===== src/rtl/clk_pkg.sv =====
// ---------------------------------------------------------------------------
// clk_pkg
//   Shared definitions for the clock/timer display chain.
//   - DIGIT_W            : default width of one BCD display digit
//   - rpt_state_t        : state encoding of the button auto-repeat FSM
//   - DEF_HOLD_CYCLES    : hold time before auto-repeat starts (1 s at 100 Hz)
//   - DEF_REPEAT_CYCLES  : auto-repeat period (250 ms at 100 Hz)
// ---------------------------------------------------------------------------
package clk_pkg;

  localparam int DIGIT_W = 4;

  // Defaults chosen for a 100 Hz clk_out.
  localparam int DEF_HOLD_CYCLES   = 100;
  localparam int DEF_REPEAT_CYCLES = 25;

  typedef enum logic [1:0] {
    RPT_IDLE   = 2'd0,
    RPT_HOLD   = 2'd1,
    RPT_REPEAT = 2'd2
  } rpt_state_t;

  // Width of a counter that must reach n-1 (at least one bit).
  function automatic int cnt_width(input int n);
    return (n <= 2) ? 1 : $clog2(n);
  endfunction

endpackage


===== src/rtl/btn_autorepeat.sv =====
// ---------------------------------------------------------------------------
// btn_autorepeat
//   Converts a debounced button level into single-cycle step pulses:
//   one step on the press, one more after HOLD_CYCLES cycles of holding,
//   then one every REPEAT_CYCLES cycles until release.
//
// Ports
//   clk_out  in   rising-edge clock
//   rst      in   synchronous, active-high reset
//   btn      in   debounced button level
//   step     out  combinational step pulse, valid in the cycle it is asserted
// ---------------------------------------------------------------------------
module btn_autorepeat
  import clk_pkg::*;
#(
  parameter int HOLD_CYCLES   = DEF_HOLD_CYCLES,
  parameter int REPEAT_CYCLES = DEF_REPEAT_CYCLES
) (
  input  logic clk_out,
  input  logic rst,
  input  logic btn,
  output logic step
);

  localparam int CNT_N = (HOLD_CYCLES > REPEAT_CYCLES) ? HOLD_CYCLES : REPEAT_CYCLES;
  localparam int CNT_W = cnt_width(CNT_N);

  localparam logic [CNT_W-1:0] HOLD_LAST = CNT_W'(HOLD_CYCLES - 1);
  localparam logic [CNT_W-1:0] RPT_LAST  = CNT_W'(REPEAT_CYCLES - 1);
  localparam logic [CNT_W-1:0] CNT_ZERO  = '0;
  localparam logic [CNT_W-1:0] CNT_ONE   = CNT_W'(1);

  rpt_state_t       r_state;
  rpt_state_t       w_state_nxt;
  logic [CNT_W-1:0] r_cnt;
  logic [CNT_W-1:0] w_cnt_nxt;
  logic             r_btn_prev;
  // r_armed stays low after reset until the button has been seen released,
  // so a button held straight through reset does not count as a new press.
  logic             r_armed;
  logic             w_press;

  assign w_press = btn & ~r_btn_prev & r_armed;

  always_ff @(posedge clk_out) begin
    if (rst) begin
      r_state    <= RPT_IDLE;
      r_cnt      <= CNT_ZERO;
      r_btn_prev <= 1'b0;
      r_armed    <= 1'b0;
    end else begin
      r_state    <= w_state_nxt;
      r_cnt      <= w_cnt_nxt;
      r_btn_prev <= btn;
      r_armed    <= r_armed | ~btn;
    end
  end

  always_comb begin
    w_state_nxt = r_state;
    w_cnt_nxt   = r_cnt;
    step        = 1'b0;
    case (r_state)
      RPT_IDLE: begin
        w_cnt_nxt = CNT_ZERO;
        if (w_press) begin
          step        = 1'b1;
          w_state_nxt = RPT_HOLD;
        end
      end
      RPT_HOLD: begin
        if (!btn) begin
          w_state_nxt = RPT_IDLE;
          w_cnt_nxt   = CNT_ZERO;
        end else if (r_cnt == HOLD_LAST) begin
          step        = 1'b1;
          w_state_nxt = RPT_REPEAT;
          w_cnt_nxt   = CNT_ZERO;
        end else begin
          w_cnt_nxt = r_cnt + CNT_ONE;
        end
      end
      RPT_REPEAT: begin
        if (!btn) begin
          w_state_nxt = RPT_IDLE;
          w_cnt_nxt   = CNT_ZERO;
        end else if (r_cnt == RPT_LAST) begin
          step      = 1'b1;
          w_cnt_nxt = CNT_ZERO;
        end else begin
          w_cnt_nxt = r_cnt + CNT_ONE;
        end
      end
      default: begin
        w_state_nxt = RPT_IDLE;
        w_cnt_nxt   = CNT_ZERO;
      end
    endcase
  end

endmodule


===== src/rtl/bcd_digit_counter_rpt.sv =====
// ---------------------------------------------------------------------------
// bcd_digit_counter_rpt
//   One display digit: up/down counter over 0..eff_max with load, button
//   auto-repeat and cascadable carry/borrow strobes. Digits chain LSD->MSD
//   by feeding carry/borrow into the next digit's inc_in/dec_in.
//   eff_max = min(limit, MAX_DIGIT).
//
// Ports
//   clk_out     in   rising-edge clock
//   rst         in   synchronous, active-high reset
//   en          in   step enable (load and rst act regardless)
//   inc_in      in   cascade increment, one step per high cycle
//   dec_in      in   cascade decrement, one step per high cycle
//   btn_up      in   debounced up button, auto-repeating
//   btn_dn      in   debounced down button, auto-repeating
//   limit       in   runtime maximum
//   load        in   synchronous load strobe
//   load_value  in   value to load (clamped to eff_max)
//   value       out  registered count
//   carry       out  combinational: up-step wraps eff_max->0 this cycle
//   borrow      out  combinational: down-step wraps 0->eff_max this cycle
//   at_max      out  registered value==eff_max, one cycle late
// ---------------------------------------------------------------------------
module bcd_digit_counter_rpt
  import clk_pkg::*;
#(
  parameter int WIDTH         = DIGIT_W,
  parameter int MAX_DIGIT     = 9,
  parameter int RESET_VAL     = 0,
  parameter int HOLD_CYCLES   = DEF_HOLD_CYCLES,
  parameter int REPEAT_CYCLES = DEF_REPEAT_CYCLES
) (
  input  logic             clk_out,
  input  logic             rst,
  input  logic             en,
  input  logic             inc_in,
  input  logic             dec_in,
  input  logic             btn_up,
  input  logic             btn_dn,
  input  logic [WIDTH-1:0] limit,
  input  logic             load,
  input  logic [WIDTH-1:0] load_value,
  output logic [WIDTH-1:0] value,
  output logic             carry,
  output logic             borrow,
  output logic             at_max
);

  localparam logic [WIDTH-1:0] MAX_V      = WIDTH'(MAX_DIGIT);
  localparam logic [WIDTH-1:0] RST_V      = WIDTH'((RESET_VAL > MAX_DIGIT) ? MAX_DIGIT : RESET_VAL);
  localparam logic             RST_AT_MAX = (RESET_VAL >= MAX_DIGIT);
  localparam logic [WIDTH-1:0] V_ZERO     = '0;
  localparam logic [WIDTH-1:0] V_ONE      = WIDTH'(1);

  function automatic logic [WIDTH-1:0] sat_max(input logic [WIDTH-1:0] a,
                                               input logic [WIDTH-1:0] ceil);
    return (a > ceil) ? ceil : a;
  endfunction

  logic [WIDTH-1:0] r_value;
  logic [WIDTH-1:0] w_value_nxt;
  logic             r_at_max;
  logic [WIDTH-1:0] w_eff_max;
  logic             w_up_btn_step;
  logic             w_dn_btn_step;
  logic             w_up;
  logic             w_dn;
  logic             w_carry;
  logic             w_borrow;

  btn_autorepeat #(
    .HOLD_CYCLES  (HOLD_CYCLES),
    .REPEAT_CYCLES(REPEAT_CYCLES)
  ) u_rpt_up (
    .clk_out(clk_out),
    .rst    (rst),
    .btn    (btn_up),
    .step   (w_up_btn_step)
  );

  btn_autorepeat #(
    .HOLD_CYCLES  (HOLD_CYCLES),
    .REPEAT_CYCLES(REPEAT_CYCLES)
  ) u_rpt_dn (
    .clk_out(clk_out),
    .rst    (rst),
    .btn    (btn_dn),
    .step   (w_dn_btn_step)
  );

  assign w_eff_max = sat_max(limit, MAX_V);
  assign w_up      = inc_in | w_up_btn_step;
  assign w_dn      = dec_in | w_dn_btn_step;

  // Down has priority over up; a value left above a lowered limit is pulled
  // back to eff_max first and swallows any step in that cycle.
  always_comb begin
    w_value_nxt = r_value;
    w_carry     = 1'b0;
    w_borrow    = 1'b0;
    if (load) begin
      w_value_nxt = sat_max(load_value, w_eff_max);
    end else if (en) begin
      if (r_value > w_eff_max) begin
        w_value_nxt = w_eff_max;
      end else if (w_dn) begin
        if (r_value == V_ZERO) begin
          w_value_nxt = w_eff_max;
          w_borrow    = 1'b1;
        end else begin
          w_value_nxt = r_value - V_ONE;
        end
      end else if (w_up) begin
        if (r_value == w_eff_max) begin
          w_value_nxt = V_ZERO;
          w_carry     = 1'b1;
        end else begin
          w_value_nxt = r_value + V_ONE;
        end
      end
    end
  end

  always_ff @(posedge clk_out) begin
    if (rst) begin
      r_value  <= RST_V;
      r_at_max <= RST_AT_MAX;
    end else begin
      r_value  <= w_value_nxt;
      r_at_max <= (r_value == w_eff_max);
    end
  end

  // Strobes feed the next digit combinationally; rst must mask them.
  assign carry  = w_carry & ~rst;
  assign borrow = w_borrow & ~rst;
  assign value  = r_value;
  assign at_max = r_at_max;

endmodule


===== config.mk =====
export PLATFORM = sky130hd
export DESIGN_NAME = bcd_digit_counter_rpt
export DESIGN_NICKNAME = d
export VERILOG_FILES = /design/src/rtl/clk_pkg.sv /design/src/rtl/btn_autorepeat.sv /design/src/rtl/bcd_digit_counter_rpt.sv
export SDC_FILE = /design/constraint.sdc
export NUM_CORES = 1
export LEC_CHECK = 0
export CAP_MARGIN = 20
export CORE_MARGIN = 2
export CORE_UTILIZATION = 35
export DETAILED_ROUTE_END_ITERATION = 16
export GPL_ROUTABILITY_DRIVEN = 0
export PLACE_DENSITY_LB_ADDON = 0.12
export SETUP_SLACK_MARGIN = 0.15
export SLEW_MARGIN = 10
export SYNTH_ARGS = -nofsm -noshare
export SYNTH_HDL_FRONTEND = slang
export SYNTH_SLANG_ARGS = --single-unit

===== constraint.sdc =====
create_clock -name clk_out -period 7.2 [get_ports clk_out]
set_input_delay 0.72 -clock clk_out [delete_from_list [all_inputs] [get_ports clk_out]]
set_output_delay 0.72 -clock clk_out [all_outputs]
set_load 0.02 [all_outputs]

**Word level (Yosys, flattened, before mapping)**

Cells that the tools add are included.

- Flip-flop bits (word level): 27
- Latch bits: 0
- Bits in writable memories: 0
- ROM bits: 0
- Input port bits: 16
- Logic and storage cells: 107
- Memories kept: 0

- $add $sub $neg: 4
- Multiply operators: 0
- Div/mod/pow operators: 0
- Magnitude comparators: 3
- Equality and inequality tests: 15
- Shift-type cells: 0
- Multiplexer cells: 52
- Bitwise gates (word level): 15
- Reductions and logical operators: 8

Operators with widths:

| cell | number |
|---|---|
| $mux 7 | 8 |
| $mux 4 | 9 |
| $pmux 7 s2 | 2 |
| $mux 1 | 21 |
| $mux 2 | 8 |
| $add 7x1->7 const B | 2 |
| $eq 7x5->1 const B | 2 |
| $eq 7x7->1 const B | 2 |
| $pmux 2 s3 | 2 |
| $gt 4x4->1 | 2 |
| $and 1x1->1 | 6 |
| $ne 3x2->1 const B | 2 |
| $pmux 1 s3 | 2 |
| $reduce_and 3->1 | 2 |
| $not 1->1 | 5 |
| $add 4x1->4 const B | 1 |
| $eq 2x1->1 const B | 2 |
| $eq 2x2->1 const B | 2 |
| $eq 4x4->1 | 1 |
| $gt 4x4->1 const B | 1 |
| $logic_not 2->1 | 2 |
| $logic_not 4->1 | 1 |
| $ne 2x1->1 const B | 2 |
| $ne 2x2->1 const B | 2 |
| 5 further kinds | 8 |

**Depth between registers and ports, before layout**

Gate-level depths: netlist (run 1).

- Depth in word-level cells: 12
- Gate-level depth with buffers: 9
- Mapped depth without buffers: 9

**Modules after synthesis**

From an unflattened synthesis (run 1), not the netlist that was laid out.

- Cells, all modules: 221
- Area total of the unflattened synthesis: 1881.8 um^2

By module, submodules not included:

| module | instances | cells an instance | area an instance (um^2) | seq. area each (um^2) |
|---|---|---|---|---|
| bcd_digit_counter_rpt | 1 | 89 | 690.7 | 100.1 |
| btn_autorepeat (u_rpt_up) | 1 | 66 | 603.1 | 220.2 |
| btn_autorepeat (u_rpt_dn) | 1 | 66 | 588.1 | 220.2 |

**Worst setup path after synthesis (run 1)**

Ideal clock, no wire load.

- Path type: input to output
- Start: in limit[3]
- End: out borrow
- Data arrival time: 2.428 ns
- Data required time: 6.480 ns
- Path slack: 4.052 ns
- Stages on the path: 6
- Buffers on the path: 0
- Cell sequence: nand2b_1 -> ha_1 -> and4b_1 -> a211oi_1 -> nor2_1 -> nor3b_1

- Cells in the longest elaborated chain, start to end: 7

RTL lines:

| element | line | source |
|---|---|---|
| from (decl) | bcd_digit_counter_rpt.sv:40 | `input logic [WIDTH-1:0] limit,` |
| $gt 4x4->1 | bcd_digit_counter_rpt.sv:57 | `return (a > ceil) ? ceil : a;` |
| $mux 4 (*) | bcd_digit_counter_rpt.sv:57 |  |
| $gt 4x4->1 (*) | bcd_digit_counter_rpt.sv:104 | `if (r_value > w_eff_max) begin` |
| $mux 1 (*) | bcd_digit_counter_rpt.sv:104 |  |
| $mux 1 (*) | bcd_digit_counter_rpt.sv:103 | `end else if (en) begin` |
| $mux 1 (*) | bcd_digit_counter_rpt.sv:101 | `if (load) begin` |
| $and 1x1->1 (*) | bcd_digit_counter_rpt.sv:136 | `assign borrow = w_borrow & ~rst;` |
| to (decl) | bcd_digit_counter_rpt.sv:45 | `output logic borrow,` |

Mark *: on every way between the ends. The rest lies on a longest branch, timed or not.

**Final worst setup path (run 1)**

Ends and elaborated chain as after synthesis.

==> summary.txt, run 1 <==
Detailed Route WL = 4311 um
Dpl ws = 3.001 ns
Crit-path max cell delay = 0.65 ns
Syn nets = 261
Wl on met1 = 2135 um
Leakage power = 0.8449 nW
Power density over the cells = 165.8 nW/um^2
Synth cell count leaders = 27 x dfxtp_1, 27 x nor2_1, 23 x inv_1
Total Routing Usage GR = 14.93%
Hold_buf cts = 0
Mapped Area = 1886 um^2
Crit Path Max Fanout = 6
CORE AREA = 5140 um^2
Sw Ratio = 32.17%
CTS tree = built
Routed WL per cell = 13.60 um
Final ANT Viol Nets = 0
Remaining DRCs = 0
# IOs = 23
Top FF cell, synth = dfxtp_1
CTS H-tree depth = 1
Full die area = 5991 um^2
Setup crit start kind = input pin
Setup TNS = 0 ns
Synth cell types = 50
# clock sinks = 27
Logic gate share of total power = 31.2%
Detailed-route via count = 1653
Clock power share = 23.7%
Post-CTS setup buffer count = 0
Post-synth ARST share = 0%
Top delay family on crit path = buffers and inverters
Initial core utilization = 36.68%
Grt ovf = 0
Post-route minimum period = 4.251 ns
WP buf/inv = 2
Number of buffers created by CTS = 3
Top Layer Used = met4
Crit path DAT = 3.53 ns
Number of DRC markers in iteration 0 = 81
HPWL Detailed = 3262 um
Met3 Wirelength = 198 um
Count of pins over their slew limit = 0
Pin count of the biggest net entering global routing = 15
WL met2 = 1920 um
Antenna Diode Count = 0
Final Cycle Share = 59.04%
Routed vias/inst = 5.215
Multi-input gate area = 1251 um^2
Top cells by area, synth = dfxtp_1 29%, ha_1 15%, nor2_1 5.4%
Post-synth EDFFs = 0
PortBufs = 22
CTS clk-pin slew, worst paths = 0.10 ns
Vias in the first global route = 1544
Max frequency = 235.2 MHz
CP Class = input pin to output pin
Peak VDD IR = 0.00006863 V
Required @ worst endpoint = 6.48 ns
Final setup viols = 0
Final setup skew = 0.006298 ns
TritonRoute pass-1 iters = 4
# nets final = 286
RSZ-0062 raised after global routing = false
Final core utilization = 43.40%
Area Growth Syn to Fin = 18.31%
Synth Warn # = 0
Final setup margin = 2.949 ns
CTS Buffer Depth = 2
Relative slew slack = 57.99%
Critical Path Sink Type = output pin
First-pass GRT wire length = 7389 um
Die Y = 77.40 um
Clk_lat worst skew = 0.27 ns
Sequential-to-total area share from yosys stat = 28.67%
Syn Area/Cell = 8.455 um^2
Share of the synthesized area in the top cell type = 28.67%
Cell taking the most area after synthesis = dfxtp_1
Rows = 26
Internal = 0.2510 mW
#FFs+latches synth = 27
Min-Delay Path Class = flip-flop to flip-flop
CP max stage cell = clkdlybuf4s50_1
Clk root buf = clkbuf_8
Die X = 77.40 um
Flop pwr share = 45.1%
Crit-path cells = clkdlybuf4s50_1, nand2b_1, ha_1, and4b_1, a211oi_1, nor2_1, nor3b_1, clkdlybuf4s50_1
Synth Instances = 223
Sequential cell area = 540.5 um^2
Sw power = 0.1190 mW
Max Cap Viol = 0
Post-CTS resize count = 0
Fill count = 572
Layout cells sized above 1 = 5.263%
Initial antenna violation count = 0
Worst Tran Pin Value = 0.6272 ns
Most frequent CP cell = clkdlybuf4s50_1
Total power = 0.3700 mW
Final Hold Vio Count = 0
Status = complete, no violations
worst min-delay path: stages (launching register included):
cell and delay, ns:
dfxtp_1 0.32, inv_1 0.05, a21oi_1 0.05
kinds of logic after synthesis:
logic type,Yosys count,synth area share (%)
mux,4,2.190
simple gates,83,23.36
fa+ha+maj,22,14.60
buf+inv,25,4.977
compound gates,49,20.17
xor+xnor,13,6.039
flops,27,28.67
worst paths after layout:
kind	slack (ns)	depth (start not counted)	from	endpoint
min reg2reg	0.46	2	u_rpt_up.r_armed	u_rpt_up.r_armed
max reg2reg	4.50	7	value[2]	value[0]
min	0.46	2	u_rpt_up.r_armed	u_rpt_up.r_armed
max	2.95	8	limit[3]	borrow
power by group through the flow:
| stage | combinational (mW) | sequential [mW] | clock (mW) |
|---|---|---|---|
| 2_1_floorplan | 0.0770 | 0.171 | 0 |
| 3_3_place_gp | 0.116 | 0.170 | 0 |
| 3_5_place_dp | 0.115 | 0.170 | 0 |
| 4_1_cts | 0.116 | 0.167 | 0.0921 |
| 5_1_grt | 0.129 | 0.168 | 0.0987 |
| 6_report | 0.116 | 0.167 | 0.0877 |
per-layer routing:
layer  up-vias  global-route usage [%]
met3         6                   2.907
met4         0                   4.286
met2        45                   24.17
met5         -                       0
li1        852                       -
met1       750                   20.17
placed cells by master (no fill, tap or decap), drive strengths merged, types with 2 or more instances in the layout:
cell           instances
nor2                  27
o21ai                  6
clkbuf                 4
a211oi                 3
a31oi                  4
nand4b                 2
o31ai                  4
a21o                   3
and3b                  2
nand2b                 3
clkdlybuf4s50         22
ha                    22
inv                   23
a221o                  2
nor3b                  2
o21a                   2
nor2b                  5
nand3                 10
dfxtp                 27
nand4                  5
nor4b                  4
a21oi                 11
or3                    2
nand2                 13
xor2                   5
o31a                   2
mux2i                  3
xnor2                  8
a41oi                  2
flip-flops by register name, summed over array words and instances, names as in the netlist:
name	flops
at_max	1
u_rpt_dn.r_armed	1
u_rpt_dn.r_btn_prev	1
u_rpt_dn.r_cnt	7
u_rpt_dn.r_state	2
u_rpt_up.r_armed	1
u_rpt_up.r_btn_prev	1
u_rpt_up.r_cnt	7
u_rpt_up.r_state	2
value	4
stage by stage:
step | instance area (um^2) | std cells | hold WS, ns
global placement | 2186 | 313 | 0.4355
floorplan | 1886 | 223 | 0.4254
global route | 2231 | 317 | 0.4894
detailed placement | 2186 | 313 | 0.4451
finish | 2231 | 317 | 0.4598
CTS | 2231 | 317 | 0.4610
area by class of cell:
type,instances,share of cell area [%]
repair buffers,22,9.871
flip-flops and latches,27,24.23
multi-input cells,171,56.09
clock buffers,4,2.019
inverters,23,3.870
well taps,70,3.926
Power figures use the tool's default switching activity.
==> run 2, diff against run 1 <==
==> constraint.sdc (replaced) <==
create_clock -name clk_out -period 3.65 [get_ports clk_out]
set_input_delay 0.365 -clock clk_out [delete_from_list [all_inputs] [get_ports clk_out]]
set_output_delay 0.365 -clock clk_out [all_outputs]
set_load 0.02 [all_outputs]
==> run 2 against run 1 <==
Power grew 99%. Sequential cell count did not move. Setup slack lost 2.5 ns. Routed wire length decreased by 1.2%. Cell count is 1.3% higher. Clock-buffer cell count down 1. Global-route usage increased by 0.24 points. Critical path type is now flip-flop to output pin. Largest cell class unchanged. Largest power group unchanged.
==> summary.txt, run 2 (synthesis results as in run 1) <==
Die X = 77.40 um
Total Routing Usage GR = 15.17%
Required @ worst endpoint = 3.28 ns
Antenna Diode Count = 0
Sequential cell area = 540.5 um^2
CORE AREA = 5140 um^2
Total power = 0.7366 mW
Status = complete, no violations
PortBufs = 22
Count of pins over their slew limit = 0
Post-CTS resize count = 0
Routed vias/inst = 5.162
Initial antenna violation count = 0
Most frequent cells in the layout = 27 x nor2_1, 27 x dfxtp_1, 23 x inv_1
CTS Buffer Depth = 2
Vias in the first global route = 1625
Crit Path Max Fanout = 4
CP Class = flip-flop to output pin
WHS = 0.4503 ns
Reg-to-Reg End = value[0]
First-pass GRT wire length = 7527 um
Grt ovf = 0
Final setup skew = 0.001889 ns
Setup TNS = 0 ns
Layout cells sized above 1 = 7.171%
Post-CTS setup buffer count = 0
CTS H-tree depth = 1
R2r startpoint = value[2]
Worst R2R Setup Slack = 1.07 ns
Non-filler instance count after layout = 321
Number of DRC markers in iteration 0 = 134
Final setup margin = 0.4808 ns
# IOs = 23
Fin area = 2265 um^2
Path depth of the worst reg2reg path = 8
Final Cycle Share = 86.83%
Dpl cells = 317
Power density over the cells = 325.3 nW/um^2
Multi-input gate area = 1251 um^2
Full die area = 5991 um^2
Number of buffers created by CTS = 3
Detailed-route via count = 1657
Area Growth Syn to Fin = 20.11%
CTS clk-pin slew, worst paths = 0.09 ns
Crit path to = carry
Max frequency = 315.5 MHz
Clk root buf = clkbuf_8
Hold_buf cts = 0
Crit path DAT = 2.80 ns
Min-Delay Path Class = flip-flop to flip-flop
Initial core utilization = 36.68%
Leakage power = 0.8845 nW
Placed Area = 2216 um^2
HPWL Detailed = 3274 um
Detailed Route WL = 4261 um
Die Y = 77.40 um
# nets final = 290
Final setup viols = 0
Fill count = 548
Pin count of the biggest net entering global routing = 16
RSZ-0062 raised after global routing = false
Worst Tran Pin Value = 0.5237 ns
Relative slew slack = 64.88%
Rows = 26
TritonRoute pass-1 iters = 4
CTS tree = built
Max Cap Viol = 0
Peak VDD IR = 0.0001416 V
Routed WL per cell = 13.27 um
Setup crit start kind = flip-flop
Final Hold Vio Count = 0
Final core utilization = 44.06%
Final ANT Viol Nets = 0
Critical Path Sink Type = output pin
# clock sinks = 27
CP startpoint = u_rpt_up.r_cnt[0]
Post-route minimum period = 3.169 ns
Clk_lat worst skew = 0.27 ns
Remaining DRCs = 0
Dpl ws = 0.3364 ns
==> run 2: power breakdown <==
group,switching (mW),internal (mW)
clock,0.0930,0.0764
sequential,0.0203,0.308
combinational,0.122,0.117
total,0.235,0.501
==> run 2: critical path, cell delays in order, from the launching register on <==
cell	delay, ns
dfxtp_1	0.34
inv_1	0.06
ha_1	0.13
nor4b_1	0.33
nand4_1	0.14
a211oi_1	0.50
nor2b_1	0.10
nor4_1	0.26
clkdlybuf4s50_1	0.67
==> run 2: worst min-delay path by stage <==
stage / startpoint / endpoint / slack [ns] / cells after the start
floorplan: u_rpt_dn.r_armed / u_rpt_dn.r_armed / 0.43 / 2
global placement: u_rpt_up.r_armed / u_rpt_up.r_armed / 0.43 / 2
detailed placement: u_rpt_dn.r_armed / u_rpt_dn.r_armed / 0.44 / 2
CTS: u_rpt_dn.r_armed / u_rpt_dn.r_armed / 0.46 / 2
global route: u_rpt_up.r_cnt[0] / u_rpt_up.r_cnt[0] / 0.49 / 1
finish: u_rpt_dn.r_armed / u_rpt_dn.r_armed / 0.45 / 2
==> run 2: final cells by class <==
class / count / share of cell area, %
clock inverters: 1 / 0.2210
inverters: 23 / 3.812
well taps: 70 / 3.867
repair buffers: 26 / 11.16
flip-flops and latches: 27 / 23.87
multi-input cells: 171 / 55.25
clock buffers: 3 / 1.823
==> run 2: routing by layer <==
metal,global-route usage [%],vias to the layer above,share of wire [%]
met5,0,-,0
li1,-,858,-
met1,20.10,762,49
met2,25.65,33,46
met3,2.442,4,3.5
met4,3.929,0,1.3
==> run 3, diff against run 2 <==
--- a/config.mk
+++ b/config.mk
@@ -10,8 +10,8 @@
 export CORE_UTILIZATION = 35
 export DETAILED_ROUTE_END_ITERATION = 16
 export GPL_ROUTABILITY_DRIVEN = 0
+export GPL_TIMING_DRIVEN = 0
 export PLACE_DENSITY_LB_ADDON = 0.12
-export SETUP_SLACK_MARGIN = 0.15
 export SLEW_MARGIN = 10
 export SYNTH_ARGS = -nofsm -noshare
 export SYNTH_HDL_FRONTEND = slang
==> run 3 against run 2 <==
Clock skew is 0.0049 ns higher. Critical path depth stayed put. Non-clock buffer count is 2 lower. Setup slack worse by 0.35 ns. Sequential power hardly changed. Via count is 1.0% higher. Register-to-register slack better by 0.04 ns. Core utilization is 0.34 points lower. First-iteration DRC count is 51% lower. Combinational power hardly changed. Final area is 0.77% lower. Largest power group unchanged.
==> summary.txt, run 3 (synthesis results as in run 1) <==
Leakage power = 0.8474 nW
Antenna Diode Count = 0
# IOs = 23
Max Cap Viol = 0
Clk_lat worst skew = 0.28 ns
CTS H-tree depth = 1
Routed vias/inst = 5.248
Routed WL per cell = 13.75 um
Area Growth Syn to Fin = 19.18%
Worst Tran Pin Value = 0.6585 ns
Fill count = 547
Crit Path Max Fanout = 6
Count of pins over their slew limit = 0
Initial core utilization = 36.68%
Final core utilization = 43.72%
Most used routing layer = met2
First-pass GRT wire length = 7576 um
# clock sinks = 27
Final Hold Vio Count = 0
Rows = 26
Met1 Use GR = 19.34%
Number of DRC markers in iteration 0 = 65
Critical Path Sink Type = output pin
CP Class = input pin to output pin
Worst R2R Setup Slack = 1.11 ns
Placed Area = 2193 um^2
Fin area = 2247 um^2
Grt ovf = 0
Final setup viols = 0
CTS Buffer Depth = 2
Detailed-route via count = 1674
Power density over the cells = 331.1 nW/um^2
Full die area = 5991 um^2
Setup crit start kind = input pin
Post-CTS resize count = 1
Most frequent cells in the layout = 27 x nor2_1, 27 x dfxtp_1, 23 x inv_1
GR Util met3 = 2.209%
Detailed Route WL = 4386 um
Final setup skew = 0.006783 ns
Pin count of the biggest net entering global routing = 17
CTS clk-pin slew, worst paths = 0.10 ns
Final ANT Viol Nets = 0
Die X = 77.40 um
Setup TNS = 0 ns
Vias in the first global route = 1610
Min-Delay Path Class = flip-flop to flip-flop
Relative slew slack = 55.89%
Peak VDD IR = 0.0001409 V
HPWL Detailed = 3362 um
Status = complete, no violations
# nets final = 288
PortBufs = 22
Initial antenna violation count = 0
Hold_buf cts = 0
Number of buffers created by CTS = 3
TritonRoute pass-1 iters = 4
Final Cycle Share = 96.46%
Layout cells sized above 1 = 6.024%
CTS tree = built
Non-filler instance count after layout = 319
RSZ-0062 raised after global routing = false
Remaining DRCs = 0
Met2 usage = 26.96%
Dpl cells = 315
Post-route minimum period = 3.521 ns
Max frequency = 284.0 MHz
CORE AREA = 5140 um^2
Crit path DAT = 3.16 ns
Die Y = 77.40 um
Total Routing Usage GR = 15.36%
Required @ worst endpoint = 3.28 ns
Clk root buf = clkbuf_8
Post-CTS setup buffer count = 0
[run 3: where the power goes]
| part | leakage (nW) | internal, mW | switching (mW) |
|---|---|---|---|
| clock | 0.0217 | 0.0777 | 0.102 |
| combinational | 0.606 | 0.112 | 0.127 |
| sequential | 0.220 | 0.308 | 0.0171 |
[run 3: critical path, stage by stage]
cell	delay (ns)
clkdlybuf4s50_1	0.53
nand2b_1	0.31
ha_1	0.37
and4b_1	0.22
a211oi_2	0.36
nor2_1	0.11
nor3b_1	0.24
clkdlybuf4s50_1	0.65
[run 3: worst paths after layout]
| path | cells after the start | to | startpoint |
|---|---|---|---|
| hold / removal | 2 | u_rpt_up.r_armed | u_rpt_up.r_armed |
| setup / recovery | 8 | borrow | limit[3] |
| setup reg to reg | 7 | value[0] | value[3] |
| hold reg to reg | 2 | u_rpt_up.r_armed | u_rpt_up.r_armed |
[run 3: through the flow]
stage	power [mW]	setup WS [ns]	hold WS [ns]
finish	0.7440	0.1293	0.4527
global route	0.7936	0.02158	0.4931
CTS	0.7555	0.1310	0.4571
detailed placement	0.5671	-0.04153	0.4410
global placement	0.5651	-0.02650	0.4333
floorplan	0.4891	1.208	0.4254
[run 3: final cells by class]
class                      count  area, um^2  area share (%)
buffer                         2       7.507          0.3341
multi-input combinational    171        1256           55.90
clock buffer                   3       41.29           1.837
inverter                      23       86.33           3.842
tap                           70       87.58           3.898
clock inverter                 1       7.507          0.3341
timing repair buffer          22       220.2           9.800
sequential                    27       540.5           24.05
[run 3: layer usage]
| layer | up-vias | wire [um] | share of wire [%] |
|---|---|---|---|
| met2 | 29 | 2008 | 46 |
| met1 | 786 | 2194 | 50 |
| met4 | 0 | 42 | 0.96 |
| met5 | - | 0 | 0 |
| met3 | 4 | 140 | 3.2 |
| li1 | 855 | - | - |
==> edit 1 (flow settings as in run 2) <==
Change the package constant `DIGIT_W` from 4 to 6.
--- a/src/rtl/clk_pkg.sv
+++ b/src/rtl/clk_pkg.sv
@@ -10,3 +10,3 @@
 
-  localparam int DIGIT_W = 4;
+  localparam int DIGIT_W = 6;
 
Ports: changed (resized limit, load_value and value); port bits go from 23 to 29. The function was not compared with the original's and may differ.
==> edit 1 against run 2 <==
- power rose by 28%
- wire length rose by 37%
- hold slack got worse by 0.0051 ns
- sequential cell count rose by 2
- design area rose by 26%
- area after synthesis rose by 21%
- sequential share of layout area fell by 3.6 points
- setup slack improved by 0.17 ns
- critical path depth rose by 4
- critical path type is now input pin to output port
==> edit 1: results (changes against run 2) <==
Total Routing Usage GR=16.9% (was 15.2%); source of the worst register-to-register timing path=u_rpt_dn.r_cnt[0] (was value[2]); WL per Instance=14.3 um (was 13.3 um); Post-synth top cells=39 x nor2_1, 29 x dfxtp_1, 25 x ha_1 (was 27 x dfxtp_1, 27 x nor2_1, 23 x inv_1); Yosys cell types=57 (was 50); clock-pin slew on the worst setup and hold paths=0.06 ns (was 0.09 ns); Ys Warns=0 (unchanged); CP max stage delay=0.52 ns (was 0.67 ns); PortBufs=28 (was 22); Final nets=376 (was 290); First DRT Iteration DRCs=105 (was 134); reg-to-reg slack, setup=0.88 ns (was 1.07 ns); Critical path origin=limit[3] (was u_rpt_up.r_cnt[0]); first-pass GRT wire length=9950 um (was 7530 um); Worst Reg-to-Reg Cells=10 (was 8); layout cell share with drive strength beyond 1=13.0% (was 7.17%); CP Capture Point=borrow (was carry); maximum vdd drop=0.000141 V (was 0.000142 V); Synth Flop Type=dfxtp_1 (unchanged); Max-Slew Margin vs Limit=63.9% (was 64.9%); post-synthesis sequential area ratio=25.4% (was 28.7%); Post-CTS Setup Inserts=0 (unchanged); vias in the first global route=2175 (was 1625); worst r2r dst=value[3] (was value[0]); Vias per Instance=5.42 (was 5.16); Worst Skew=0.00639 ns (was 0.00189 ns); pin count of the biggest net entering global routing=14 (was 16); dpl ws=0.261 ns (was 0.336 ns); status=finished clean (unchanged); TritonRoute pass-1 iters=4 (unchanged); Arr. time, crit path=2.64 ns (was 2.80 ns); H-Tree Depth=2 (was 1); area post-placement=0.00275 sq mm (was 0.00222 sq mm); area of the multi-input gates=0.00161 sq mm (was 0.00125 sq mm); CTS buffer count=5 (was 3); top post-synthesis cells by area=dfxtp_1 25%, ha_1 14%, nor2_1 6.4% (was dfxtp_1 29%, ha_1 15%, nor2_1 5.4%); CP top delay family=buffers and inverters (was simple AND/OR/NAND/NOR gates); Psw=0.000317 W (was 0.000235 W); crit share post-route=82.2% (was 86.8%); Leak=1.11 nW (was 0.885 nW); CP Max Fanout=7 (was 4); FILL cells=671 (was 548); hpwl dp=4540 um (was 3270 um); post-cts sizing count=0 (unchanged)
-- edit 1: cell count changes after synthesis, moves of 3 or more --
cell      before  now
nor2_1        27   39
nor3_1         1   11
nand3_1       10   18
nand2_1       13   17
a31oi_1        4    7
ha_1          22   25
nand2b_1       3    6
-- edit 1: kinds of logic after synthesis --
group	synth area share, %
AND/OR/NAND/NOR	27.8
AO/OA/AOI/OAI	22.2
flip-flops	25.4
buffers and inverters	5.10
adder cells (fa/ha/maj)	13.7
XOR/XNOR	4.22
multiplexers	1.37
other	0.164
-- edit 1: layer usage --
metal / global-route usage, % / wire [um]
met2: 26.6 / 2570
met1: 23.4 / 2880
met3: 3.74 / 330
met5: 0 / 0
met4: 4.62 / 66
-- edit 1: power groups by stage --
stage               logic (W)  registers (W)  clock network (W)
floorplan            0.000185       0.000360                  0
global placement     0.000305       0.000351                  0
detailed placement   0.000304       0.000351                  0
CTS                  0.000306       0.000343           0.000299
global route         0.000342       0.000345           0.000314
finish               0.000309       0.000343           0.000287
-- edit 1: worst min-delay path, stage by stage (launching register included) --
cell and delay [ns]:
dfxtp_1 0.31, inv_1 0.04, a21oi_1 0.05
-- edit 1: how the worst min path moves through the flow --
stage / to / slack (ns) / startpoint
finish: u_rpt_dn.r_armed / 0.45 / u_rpt_dn.r_armed
floorplan: u_rpt_dn.r_armed / 0.43 / u_rpt_dn.r_armed
detailed placement: u_rpt_dn.r_armed / 0.44 / u_rpt_dn.r_armed
CTS: u_rpt_dn.r_armed / 0.45 / u_rpt_dn.r_armed
global route: u_rpt_dn.r_armed / 0.48 / u_rpt_dn.r_armed
global placement: u_rpt_dn.r_armed / 0.44 / u_rpt_dn.r_armed
-- edit 1: per-stage QoR --
step	instances	total power, W
2_1_floorplan	288	0.000545
3_3_place_gp	401	0.000656
3_5_place_dp	401	0.000655
4_1_cts	409	0.000948
5_1_grt	409	0.00100
6_report	409	0.000940
-- edit 1: area by class of cell --
class	count	area share, %
multi-input cells	230	56.2
flip-flops and latches	29	20.3
repair buffers	43	13.9
well taps	77	3.37
clock buffers	6	2.89
inverters	22	2.89
clock inverters	2	0.481
==> edit 2 (settings of run 2) <==
Without the edit above. The output `at_max` loses its register stage (`r_at_max` becomes a continuous assignment).
--- a/src/rtl/bcd_digit_counter_rpt.sv
+++ b/src/rtl/bcd_digit_counter_rpt.sv
@@ -126,8 +126,8 @@
       r_value  <= RST_V;
-      r_at_max <= RST_AT_MAX;
     end else begin
       r_value  <= w_value_nxt;
-      r_at_max <= (r_value == w_eff_max);
     end
   end
+
+  assign r_at_max = (r_value == w_eff_max);
 
Function: changed (Yosys sat finds a counterexample within 4 cycles, from zero or initial values and one cycle with rst high).
==> edit 2 against run 2 <==
- setup slack worse by 0.046 ns
- clock skew up 0.00078 ns
- sequential cell count down 1
- sequential power down 5%
- area after synthesis up 1.2%
- critical path depth unchanged
- utilization up 0.086 points
- design area up 0.83%
- power down 6.4%
- hold slack better by 0.0024 ns
- combinational power down 8%
- wire length down 2.9%
- die area up 1.1%
- via count down 2.8%
- largest cell class unchanged
- highest routed layer unchanged
==> edit 2: results (changes against run 2) <==
Critical path origin=limit[3] (was u_rpt_up.r_cnt[0]); GR Util met2=23.3% (was 25.7%); Total Routing Usage GR=14.4% (was 15.2%); Leak=0.878 nW (was 0.885 nW); met1 usage=19.5% (was 20.1%); Hold Path Depth=2 (unchanged); status=finished clean (unchanged); post-synthesis sequential area ratio=27.3% (was 28.7%); Post-Synthesis Cells=226 (was 223); vias in the first global route=1533 (was 1625); Max-Slew Margin vs Limit=70.9% (was 64.9%); max cap viols=0 (unchanged); FILL cells=531 (was 548); Yosys cell types=46 (was 50); reg-to-reg slack, setup=1.21 ns (was 1.07 ns); met3 Use GR=3.02% (was 2.44%); antenna violations before repair=0 (unchanged); Worst Reg-to-Reg Cells=9 (was 8); Post-synth top cells=26 x dfxtp_1, 26 x nor2_1, 25 x inv_1 (was 27 x dfxtp_1, 27 x nor2_1, 23 x inv_1); final wirelength=4140 um (was 4260 um); root buffer cell=clkbuf_8 (unchanged); hpwl dp=3320 um (was 3270 um); clock-pin slew on the worst setup and hold paths=0.08 ns; Final Non-Filler Cells=323 (was 321); syn_nets=264 (was 261); Vias per Instance=4.99 (was 5.16); maximum vdd drop=0.000159 V (was 0.000142 V); source of the worst register-to-register timing path=value[1] (was value[2]); first-pass GRT wire length=7020 um (was 7530 um); CTS max path bufs=2 (unchanged); top post-synthesis cells by area=dfxtp_1 27%, ha_1 14%, nor2_1 5.1% (was dfxtp_1 29%, ha_1 15%, nor2_1 5.4%); Arr. time, crit path=2.85 ns (was 2.80 ns); Final nets=293 (was 290); First DRT Iteration DRCs=69 (was 134); TritonRoute pass-1 iters=4 (unchanged)
==> edit 2: logic make-up after synthesis <==
logic type                 Yosys count  synth area share, %
and+or+nand+nor                     86                 25.2
buffers and inverters               27                 5.31
DFF                                 26                 27.3
xor gates and xnor gates            12                 5.51
adders and majority gates           22                 14.4
AOI/OAI and AO/OA                   46                 18.5
muxes                                7                 3.74
==> edit 2: timing repair <==
| action | 4_1_cts | 5_1_grt |
|---|---|---|
| endpoints found under the setup margin | 0 | 1 |
| resized for setup | 0 | 2 |
| endpoints found under the hold margin | 0 | 0 |
==> edit 2: power breakdown <==
group          total (W)  switching [W]  leakage, nW  internal [W]
sequential      0.000310      0.0000160        0.212      0.000294
clock           0.000158      0.0000843       0.0216     0.0000738
combinational   0.000221       0.000117        0.645      0.000104
total           0.000690       0.000218        0.878      0.000472
==> edit 2: worst max-delay path by stage <==
stage | end | slack [ns] | cells past startpoint
2_1_floorplan | borrow | 0.72 | 6
3_3_place_gp | borrow | 0.29 | 9
6_report | carry | 0.43 | 8
5_1_grt | carry | 0.22 | 8
3_5_place_dp | borrow | 0.21 | 9
4_1_cts | borrow | 0.20 | 9
==> edit 2: critical path, stage by stage <==
cell and delay, ns:
clkdlybuf4s50_1 0.51, nor2b_1 0.29, inv_1 0.11, ha_1 0.31, nand4_1 0.10, buf_4 0.16, nor4_1 0.34, clkdlybuf4s50_1 0.68
==> edit 2: per-layer routing <==
metal	part of all wire (%)	up-vias	routed length, um
met3	3.2	4	134
met4	0.94	0	39
met1	51	731	2100
li1	-	850	-
met2	45	26	1860
met5	0	-	0
==> edit 2: metrics by stage <==
step           worst slack [ns]  instance area [sq um]  util, %  hold WS (ns)
2_1_floorplan             0.718                   1910        -         0.426
3_3_place_gp              0.290                   2240     43.3         0.434
3_5_place_dp              0.206                   2240     43.3         0.443
4_1_cts                   0.205                   2280     44.1         0.457
5_1_grt                   0.215                   2280     44.1         0.475
6_report                  0.434                   2280     44.1         0.453
==> edit 2: cell type report <==
cell class	count	area share, %
flip-flops and latches	26	22.8
well taps	70	3.84
clock buffers	3	1.81
multi-input cells	173	56.4
repair buffers	26	11.1
inverters	25	4.11
